### src/rtl/spi_v3_pkg.sv
// Shared definitions for the SPI v3 clock-controlled slave/master block.
//   - word width and divider counter width
//   - transfer state enum (IDLE, TRANSFER, DONE)
//   - freq_control -> CLK_DIV lookup
package spi_v3_pkg;

  localparam int WORD_W = 16;
  localparam int DIV_W  = 5;
  localparam int CNT_W  = 5;   // holds 0..WORD_W

  typedef enum logic [1:0] {
    IDLE     = 2'd0,
    TRANSFER = 2'd1,
    DONE     = 2'd2
  } state_t;

  // sclk half-period is CLK_DIV+1 clk cycles.
  function automatic logic [DIV_W-1:0] clk_div_of(input logic [1:0] fc);
    logic [DIV_W-1:0] d;
    case (fc)
      2'b00:   d = DIV_W'(4);
      2'b01:   d = DIV_W'(0);
      2'b10:   d = DIV_W'(12);
      default: d = DIV_W'(24);
    endcase
    return d;
  endfunction

endpackage

### src/rtl/spi_sclk_gen.sv
// sclk divider / generator.
//   clk, reset : system clock, async active-high reset
//   enable     : run sclk; when low sclk and divider are held at 0
//   clk_div    : sclk toggles every clk_div+1 clk cycles
//   sclk       : serial clock, idle low
//   rise, fall : strobes, high in the cycle whose clk edge toggles sclk 0->1 / 1->0
module spi_sclk_gen
  import spi_v3_pkg::*;
(
  input  logic             clk,
  input  logic             reset,
  input  logic             enable,
  input  logic [DIV_W-1:0] clk_div,
  output logic             sclk,
  output logic             rise,
  output logic             fall
);

  logic [DIV_W-1:0] cnt;
  logic             tick;

  assign tick = enable && (cnt == clk_div);
  // Strobes describe the toggle that the coming edge performs.
  assign rise = tick & ~sclk;
  assign fall = tick &  sclk;

  always_ff @(posedge clk or posedge reset) begin
    if (reset) begin
      cnt  <= '0;
      sclk <= 1'b0;
    end else if (!enable) begin
      cnt  <= '0;
      sclk <= 1'b0;
    end else if (tick) begin
      cnt  <= '0;
      sclk <= ~sclk;
    end else begin
      cnt  <= cnt + 1'b1;
    end
  end

endmodule

### src/rtl/spi_master_slave_v3_clk_ctrl.sv
// SPI v3 transfer engine, mode 0, MSB first, 16-bit words.
//   clk, reset               : system clock, async active-high reset
//   slave_tx_start/rx_start  : one-clk start pulses (both -> full duplex)
//   loopback                 : TX source at start: 1 = rx_word, 0 = tx_word
//   mosi                     : serial input, sampled on sclk rise
//   freq_control             : sclk rate select, latched at start
//   cs_bar                   : start accepted only while high
//   sclk, miso               : serial clock / data out
//   rx_valid, tx_done        : completion levels, cleared by next start
module spi_master_slave_v3_clk_ctrl
  import spi_v3_pkg::*;
(
  input  logic       clk,
  input  logic       reset,
  input  logic       slave_tx_start,
  input  logic       slave_rx_start,
  input  logic       loopback,
  input  logic       mosi,
  input  logic [1:0] freq_control,
  input  logic       cs_bar,
  output logic       sclk,
  output logic       miso,
  output logic       rx_valid,
  output logic       tx_done
);

  state_t              state_q, state_d;
  logic                tx_en, rx_en;
  logic [DIV_W-1:0]    clk_div_q;
  logic [WORD_W-1:0]   tx_sh, rx_sh, tx_word, rx_word;
  logic [CNT_W-1:0]    bit_cnt;
  logic                start_ok, run, rise, fall, last_fall;

  assign start_ok  = (state_q == IDLE) && (slave_tx_start || slave_rx_start) && cs_bar;
  assign run       = (state_q == TRANSFER);
  // bit_cnt counts rises; the fall after the 16th rise closes the transfer.
  assign last_fall = fall && (bit_cnt == CNT_W'(WORD_W));
  assign miso      = run & tx_en & tx_sh[WORD_W-1];

  spi_sclk_gen u_sclk_gen (
    .clk     (clk),
    .reset   (reset),
    .enable  (run),
    .clk_div (clk_div_q),
    .sclk    (sclk),
    .rise    (rise),
    .fall    (fall)
  );

  always_ff @(posedge clk or posedge reset) begin
    if (reset) state_q <= IDLE;
    else       state_q <= state_d;
  end

  always_comb begin
    state_d = state_q;
    case (state_q)
      IDLE:     if (start_ok)  state_d = TRANSFER;
      TRANSFER: if (last_fall) state_d = DONE;
      DONE:                    state_d = IDLE;
      default:                 state_d = IDLE;
    endcase
  end

  always_ff @(posedge clk or posedge reset) begin
    if (reset) begin
      tx_en     <= 1'b0;
      rx_en     <= 1'b0;
      clk_div_q <= '0;
      tx_sh     <= '0;
      rx_sh     <= '0;
      bit_cnt   <= '0;
      tx_word   <= 16'h55AA;
      rx_word   <= '0;
      tx_done   <= 1'b0;
      rx_valid  <= 1'b0;
    end else if (start_ok) begin
      tx_en     <= slave_tx_start;
      rx_en     <= slave_rx_start;
      clk_div_q <= clk_div_of(freq_control);
      tx_sh     <= loopback ? rx_word : tx_word;
      bit_cnt   <= '0;
      tx_done   <= 1'b0;
      rx_valid  <= 1'b0;
    end else if (run) begin
      if (rise) begin
        rx_sh   <= {rx_sh[WORD_W-2:0], mosi};
        bit_cnt <= bit_cnt + 1'b1;
      end
      if (fall)
        tx_sh <= {tx_sh[WORD_W-2:0], 1'b0};
      if (last_fall) begin
        tx_done  <= tx_en;
        rx_valid <= rx_en;
        // Received word also becomes the next TX word.
        if (rx_en) begin
          rx_word <= rx_sh;
          tx_word <= rx_sh;
        end
      end
    end
  end

endmodule

### config.mk
export PLATFORM = sky130hd
export DESIGN_NAME = spi_master_slave_v3_clk_ctrl
export DESIGN_NICKNAME = d
export VERILOG_FILES = /design/src/rtl/spi_v3_pkg.sv /design/src/rtl/spi_sclk_gen.sv /design/src/rtl/spi_master_slave_v3_clk_ctrl.sv
export SDC_FILE = /design/constraint.sdc
export NUM_CORES = 1
export LEC_CHECK = 0
export ABC_AREA = 1
export CORE_MARGIN = 2
export CORE_UTILIZATION = 50
export CTS_CLUSTER_DIAMETER = 200
export DETAILED_ROUTE_END_ITERATION = 10
export GPL_TIMING_DRIVEN = 0
export PLACE_DENSITY = 0.7
export SLEW_MARGIN = 20
export SYNTH_ARGS = -nofsm -noshare
export SYNTH_HDL_FRONTEND = slang
export SYNTH_SLANG_ARGS = --single-unit
### constraint.sdc
create_clock -name clk -period 3.09 [get_ports clk]
set_input_delay 0.4635 -clock clk [delete_from_list [all_inputs] [get_ports clk]]
set_output_delay 0.4635 -clock clk [all_outputs]
set_load 0.05 [all_outputs]
Word level (Yosys, flattened, before mapping)
Index checks and enable logic that the tools add are counted.

Add/subtract/negate cells: 2. Equality and inequality tests: 8. Mux-type cells: 21. Bitwise gates (word level): 6. Reduce and logical (&&, ||, !) cells: 17.

Operators by type and width (number): 2-to-1 mux 16 bit (4); 2-to-1 mux 5 bit (5); one-hot mux 5 bit (3 select lines) (1); adder 5 x 1 -> 5 bit (second input constant) (2); 2-to-1 mux 1 bit (8); AND reduction 2 bit (4); nonzero test 2 bit (4); equality test 5 bit (1); equality test 5 bit (second input constant) (1); AND 1 bit (4); equality test 2 x 1 -> 1 bit (second input constant) (2); logical AND 1 bit (4); zero test 2 bit (2); 2-to-1 mux 2 bit (2); != test 2 x 1 -> 1 bit (second input constant) (2); one-hot mux 2 bit (2 select lines) (1); AND reduction 4 bit (1); AND reduction 3 bit (1); equality test 2 bit (second input constant) (1); != test 2 bit (second input constant) (1); NOT 1 bit (2); logical OR 1 bit (1).

Flip-flop bits (word level): 86. Input bits: 9. Output and inout port bits: 4. Logic and storage cells: 67.

Depth between registers and ports, before layout
Depth in word-level cells: 7. Mapped depth: 11. Gate-level depth less buffers: 9.

Hierarchy
A second synthesis with hierarchy kept.

Cells, all modules: 414. Area, all modules: 3439.5 sq um.

Modules (own cells, without submodules): spi_master_slave_v3_clk_ctrl (instances 1, cells each 352, area each 3032.9 sq um, seq. area each 1761.7 sq um); spi_sclk_gen (instances 1, cells each 62, area each 406.6 sq um, seq. area each 150.1 sq um).

Worst setup path before layout
No wires, ideal clock.

Path type: flip-flop to output port. Start point: register state_q[1]. End point: output port miso. Arrival: 1393 ps. Data required time: 2626 ps. Setup slack: 1233 ps. Cell stages (with the launch flop): 4. Buffers on the path: 0. Cell sequence: dfrtp_1 > nor2_1 > inv_1 > nor2_1.

Cells in the longest elaborated chain, start to end: 3.

RTL lines: start, declared (RTL line spi_master_slave_v3_clk_ctrl.sv:27) `state_t state_q, state_d;`; start signal, assigned (RTL line spi_master_slave_v3_clk_ctrl.sv:52) `else state_q <= state_d;`; equality test 2 x 1 -> 1 bit (RTL line spi_master_slave_v3_clk_ctrl.sv:35) `assign run = (state_q == TRANSFER);`; AND 1 bit (2 in series) (RTL line spi_master_slave_v3_clk_ctrl.sv:38) `assign miso = run & tx_en & tx_sh[WORD_W-1];`; end, declared (RTL line spi_master_slave_v3_clk_ctrl.sv:22) `output logic miso,`.

No other way between the ends.

Worst setup path after layout
Ends and elaborated chain as after synthesis.

==> results by stage <==
Synth:
- Summing the areas of all compound-gate instances in the mapped netlist gives under 10% of the synthesized area.
- The sequential-to-total area share from yosys stat is 55.2%.
- When the netlist entered floorplanning its net count stood at between 400 and 500.
- Synthesis instantiated 31 different standard cells from the library.
- Multiplexer cells account for 0.289% of the synthesized area.
- The mapped netlist covers 3460 um2.
- The fraction of synthesized cell area in xor and xnor cells is 1.52%.
- Of the total synthesized cell area, the portion taken by AND, OR, NAND and NOR gates is 29.4%.
- The count of warnings emitted by yosys is 0.
- The adder-cell share of the synthesized area is 1.44%.
- Counting flops and latches in the post-synthesis netlist gives 76.
- The most instantiated flip-flop cell in the synthesis netlist is dfrtp_1.
- The average instance area after synthesis is around 8.7 um2.
- Synthesis handed over a netlist of 398 instances.
- After synthesis, the largest family of logic cells by area is simple AND/OR/NAND/NOR gates.
- The count of flip-flops with a built-in enable after synthesis is 0.
- The async set-or-reset flop fraction in the synthesized netlist is 100%.

Timing:
- Setup repair after global routing left no endpoint under its margin.
- Across all setup checks in the final design, the least slack found is around 0.55 ns.
- The max-slew violation total from the final report is 0.
- The minimum hold slack is roughly 0.47 ns.
- The final worst clock skew is 0.00514 ns.
- Setup violations remaining at the end of the flow were counted as 0.
- The worst pin sits at a relative slew slack of 66.9%.
- The highest achievable clock rate is 393 MHz.
- The count of endpoints failing hold in the final timing report is 0.
- The slew of the pin with the lowest slew margin is 0.495 ns.
- Counting I/O delays and the setup requirement, the final critical path takes approximately 2.5 ns.
- In the finished design, the share of the clock period the worst path needs comes to between 80 and 90%.

Layout:
- Compared with the post-synthesis result, the final layout area differs by 12.6%.
- The number of antenna diodes in the final layout is 0.
- The layout cell share with drive strength beyond 1 is 12.2%.
- The post-layout net count is between 400 and 500.
- The final design area excluding fillers is around 3900 um2.
- Cells fill about 58% of the core in the end.

Clock tree:
- The clock tree from TritonCTS is done.
- The longest clock path from root to sink contains 2 buffers.
- Clock-pin slew was measured on the worst setup and hold paths at 0.08 ns.
- After clock tree synthesis, the flow added hold-fix buffers numbering 0.
- The insertion delay to the later sink of the worst-skew pair is 0.33 ns.
- After clock tree synthesis, the repair step resized 0 gates.
- The cell sitting at the root of the clock tree is a clkbuf_8.
- The number of H-tree levels is 3.
- Post-CTS timing repair inserted 0 buffers for setup.
- The clock buffer count from CTS is 9.
- The total number of clock tree sinks is 76.

Drt:
- The detailed-route DRC error count is 0.
- The detail route stage leaves a number of antenna-violating nets equal to 0.
- For this run, the detailed router's first-pass iteration total came to 4.
- In the routed layout, each cell is associated on average with a via count of 5.02.
- The final routed wire length divided by cell count is ~13 um.
- Across all layers, the routed design uses 2540 vias.
- After detailed routing, the total wire length is 6.61 mm.
- The detailed router finished its first iteration with roughly 220 violations.

Worst setup path:
- Data on the critical path arrives at its endpoint at 2.08 ns.
- The number of buffer and inverter stages on the critical path is 2.
- By instance count, the cell type seen most on the critical path is nor2_1.
- Among cell families on the critical path, the largest total delay comes from buffers and inverters.
- The worst reg2reg path startpoint is bit_cnt[0].
- The type of origin of the critical path is a flop.
- The required arrival time at the worst endpoint is roughly 2.6 ns.
- For this design, the slowest cell found on the critical path is clkdlybuf4s50_1.
- The kind of critical path is flop to output port.
- The launch point of the critical path is state_q[1].
- The sort of element at the end of the critical path is an output port.
- The largest incremental delay on the critical path is 0.81 ns.
- Walking the worst path, the cells encountered are nor2_1 -> inv_1 -> nor2_1 -> clkdlybuf4s50_1.
- Along the worst path, the maximum fanout reaches 4.

Floorplanning:
- The number of rows in the core area is 30.
- Pin placement for this block handled 13 I/O pins.
- The initial core utilization is 51.3%.
- The floorplan step set the die width to 87.2 um.
- The die height is ~87 um.
- The die outline area is 7610 um2.
- The core region is 6760 um2.

Placed design:
- The final weighted congestion in routability-driven placement is just over 0.8.
- The post-placement worst setup slack is 0.890 ns.
- The count of buffers added on input and output ports is 11.
- The total placed instance area is about 3700 um2.
- The HPWL after detailed placement is approximately 4.8 mm.

Power:
- The peak supply drop is 0.000255 V.
- The areal power density over the cells is 462 nW/um2.
- In this run the static leakage power is around 2.1 nW.
- The final total power is 1.80 mW.

Global routing:
- The global-route usage over all layers is a little under 20%.
- The number of global-route vias before repair is 2500.
- Global routing finished with a remaining overflow of 0.
- The pin count of the biggest net entering global routing is a little over 40.
- The global-route wire length before repair is ~12 mm.
- The number of antenna violations at the first check in global routing is 0.

Outcome:
- The flow ran to the end, and the final reports show no timing, DRC or antenna violations.

Flow run:
- The number of violations of the max-capacitance limit is 0.

Worst hold path:
- The worst hold-check path type is flop to flop.
- The beginning of the worst hold path is tx_word[1].
-- final timing paths --
check	to	slack, ns	depth (start not counted)
setup / recovery	miso	0.55	4
hold / removal	tx_word[1]	0.47	2
setup reg to reg	rx_word[1]	1.24	7
hold reg to reg	tx_word[1]	0.47	2
max in group asynchronous	tx_word[1]	1.96	3
min in group asynchronous	u_sclk_gen.cnt[2]	0.51	2
-- sequential cells by signal (all words and copies together) (netlist names) --
register and count:
rx_sh 16, tx_sh 16, tx_word 16, rx_word 8, bit_cnt 5, u_sclk_gen.cnt 5
clk_div_q 3, state_q 2, rx_en 1, rx_valid 1, tx_done 1, tx_en 1
u_sclk_gen.sclk 1
-- cell usage after synthesis (all sizes together) (2+ instances only) --
master / instances / area [um2]
ha: 4 / 50.1
o21ai: 18 / 101
nor2: 36 / 183
o31ai: 7 / 52.6
dfrtp: 68 / 1700
dfstp: 8 / 210
inv: 28 / 105
xor2: 5 / 43.8
nand4: 23 / 159
a21oi: 7 / 35.0
buf: 15 / 106
nand2: 160 / 606
nand3: 12 / 65.1
clkbuf: 2 / 7.51
-- cells by family (layout without fill, tap and decap cells) --
family          Yosys count  count (layout)
flops                    76              76
mux                       1               1
fa+ha+maj                 4               4
simple gates            232             232
buf+inv                  46              74
compound gates           33              33
xor+xnor                  6               6
-- worst min-delay path, cell delays in order, from the launching register on --
cell,delay [ns]
dfstp_2,0.37
nand2_1,0.06
nand2_1,0.04
-- stage by stage --
stage	std cells	setup TNS, ns
floorplan	398	0
global placement	489	-35.41
global route	506	0
finish	506	0
CTS	506	0
detailed placement	490	0
-- layer usage --
layer,up-vias,part of all wire [%],global-route usage (%),routed length [um]
li1,1315,-,-,-
met1,1196,50,28.1,3290
met2,29,48,29.9,3140
met3,0,2.7,3.98,176
met4,0,0,7.13,0
met5,-,0,0,0
-- cell usage in the layout, fill, tap and decap left out, types with 4 or more instances in the layout --
cell type,instances
o21ai_0,10
inv_1,24
clkdlybuf4s50_1,11
a21oi_1,7
dfrtp_1,68
nand3_1,11
nand2_1,158
clkbuf_8,11
o31ai_1,7
o21ai_1,7
dfstp_2,8
nor2_1,30
buf_6,5
xor2_1,5
ha_1,4
nand4_1,22
buf_2,7
-- power breakdown --
part / total, mW / internal (mW) / leakage (nW) / switching, mW
sequential: 0.997 / 0.996 / 0.993 / 0.00108
combinational: 0.0415 / 0.0139 / 0.973 / 0.0276
clock: 0.765 / 0.415 / 0.102 / 0.350
total: 1.80 / 1.42 / 2.07 / 0.378
-- layout make-up --
class,count,area (um2)
fill,574,2860
sequential,76,1910
multi-input combinational,276,1330
clock buffer,12,155
timing repair buffer,12,130
buffer,17,114
inverter,29,111
tap,80,100
clock inverter,4,47.5
(Power assumes the default switching activity.)
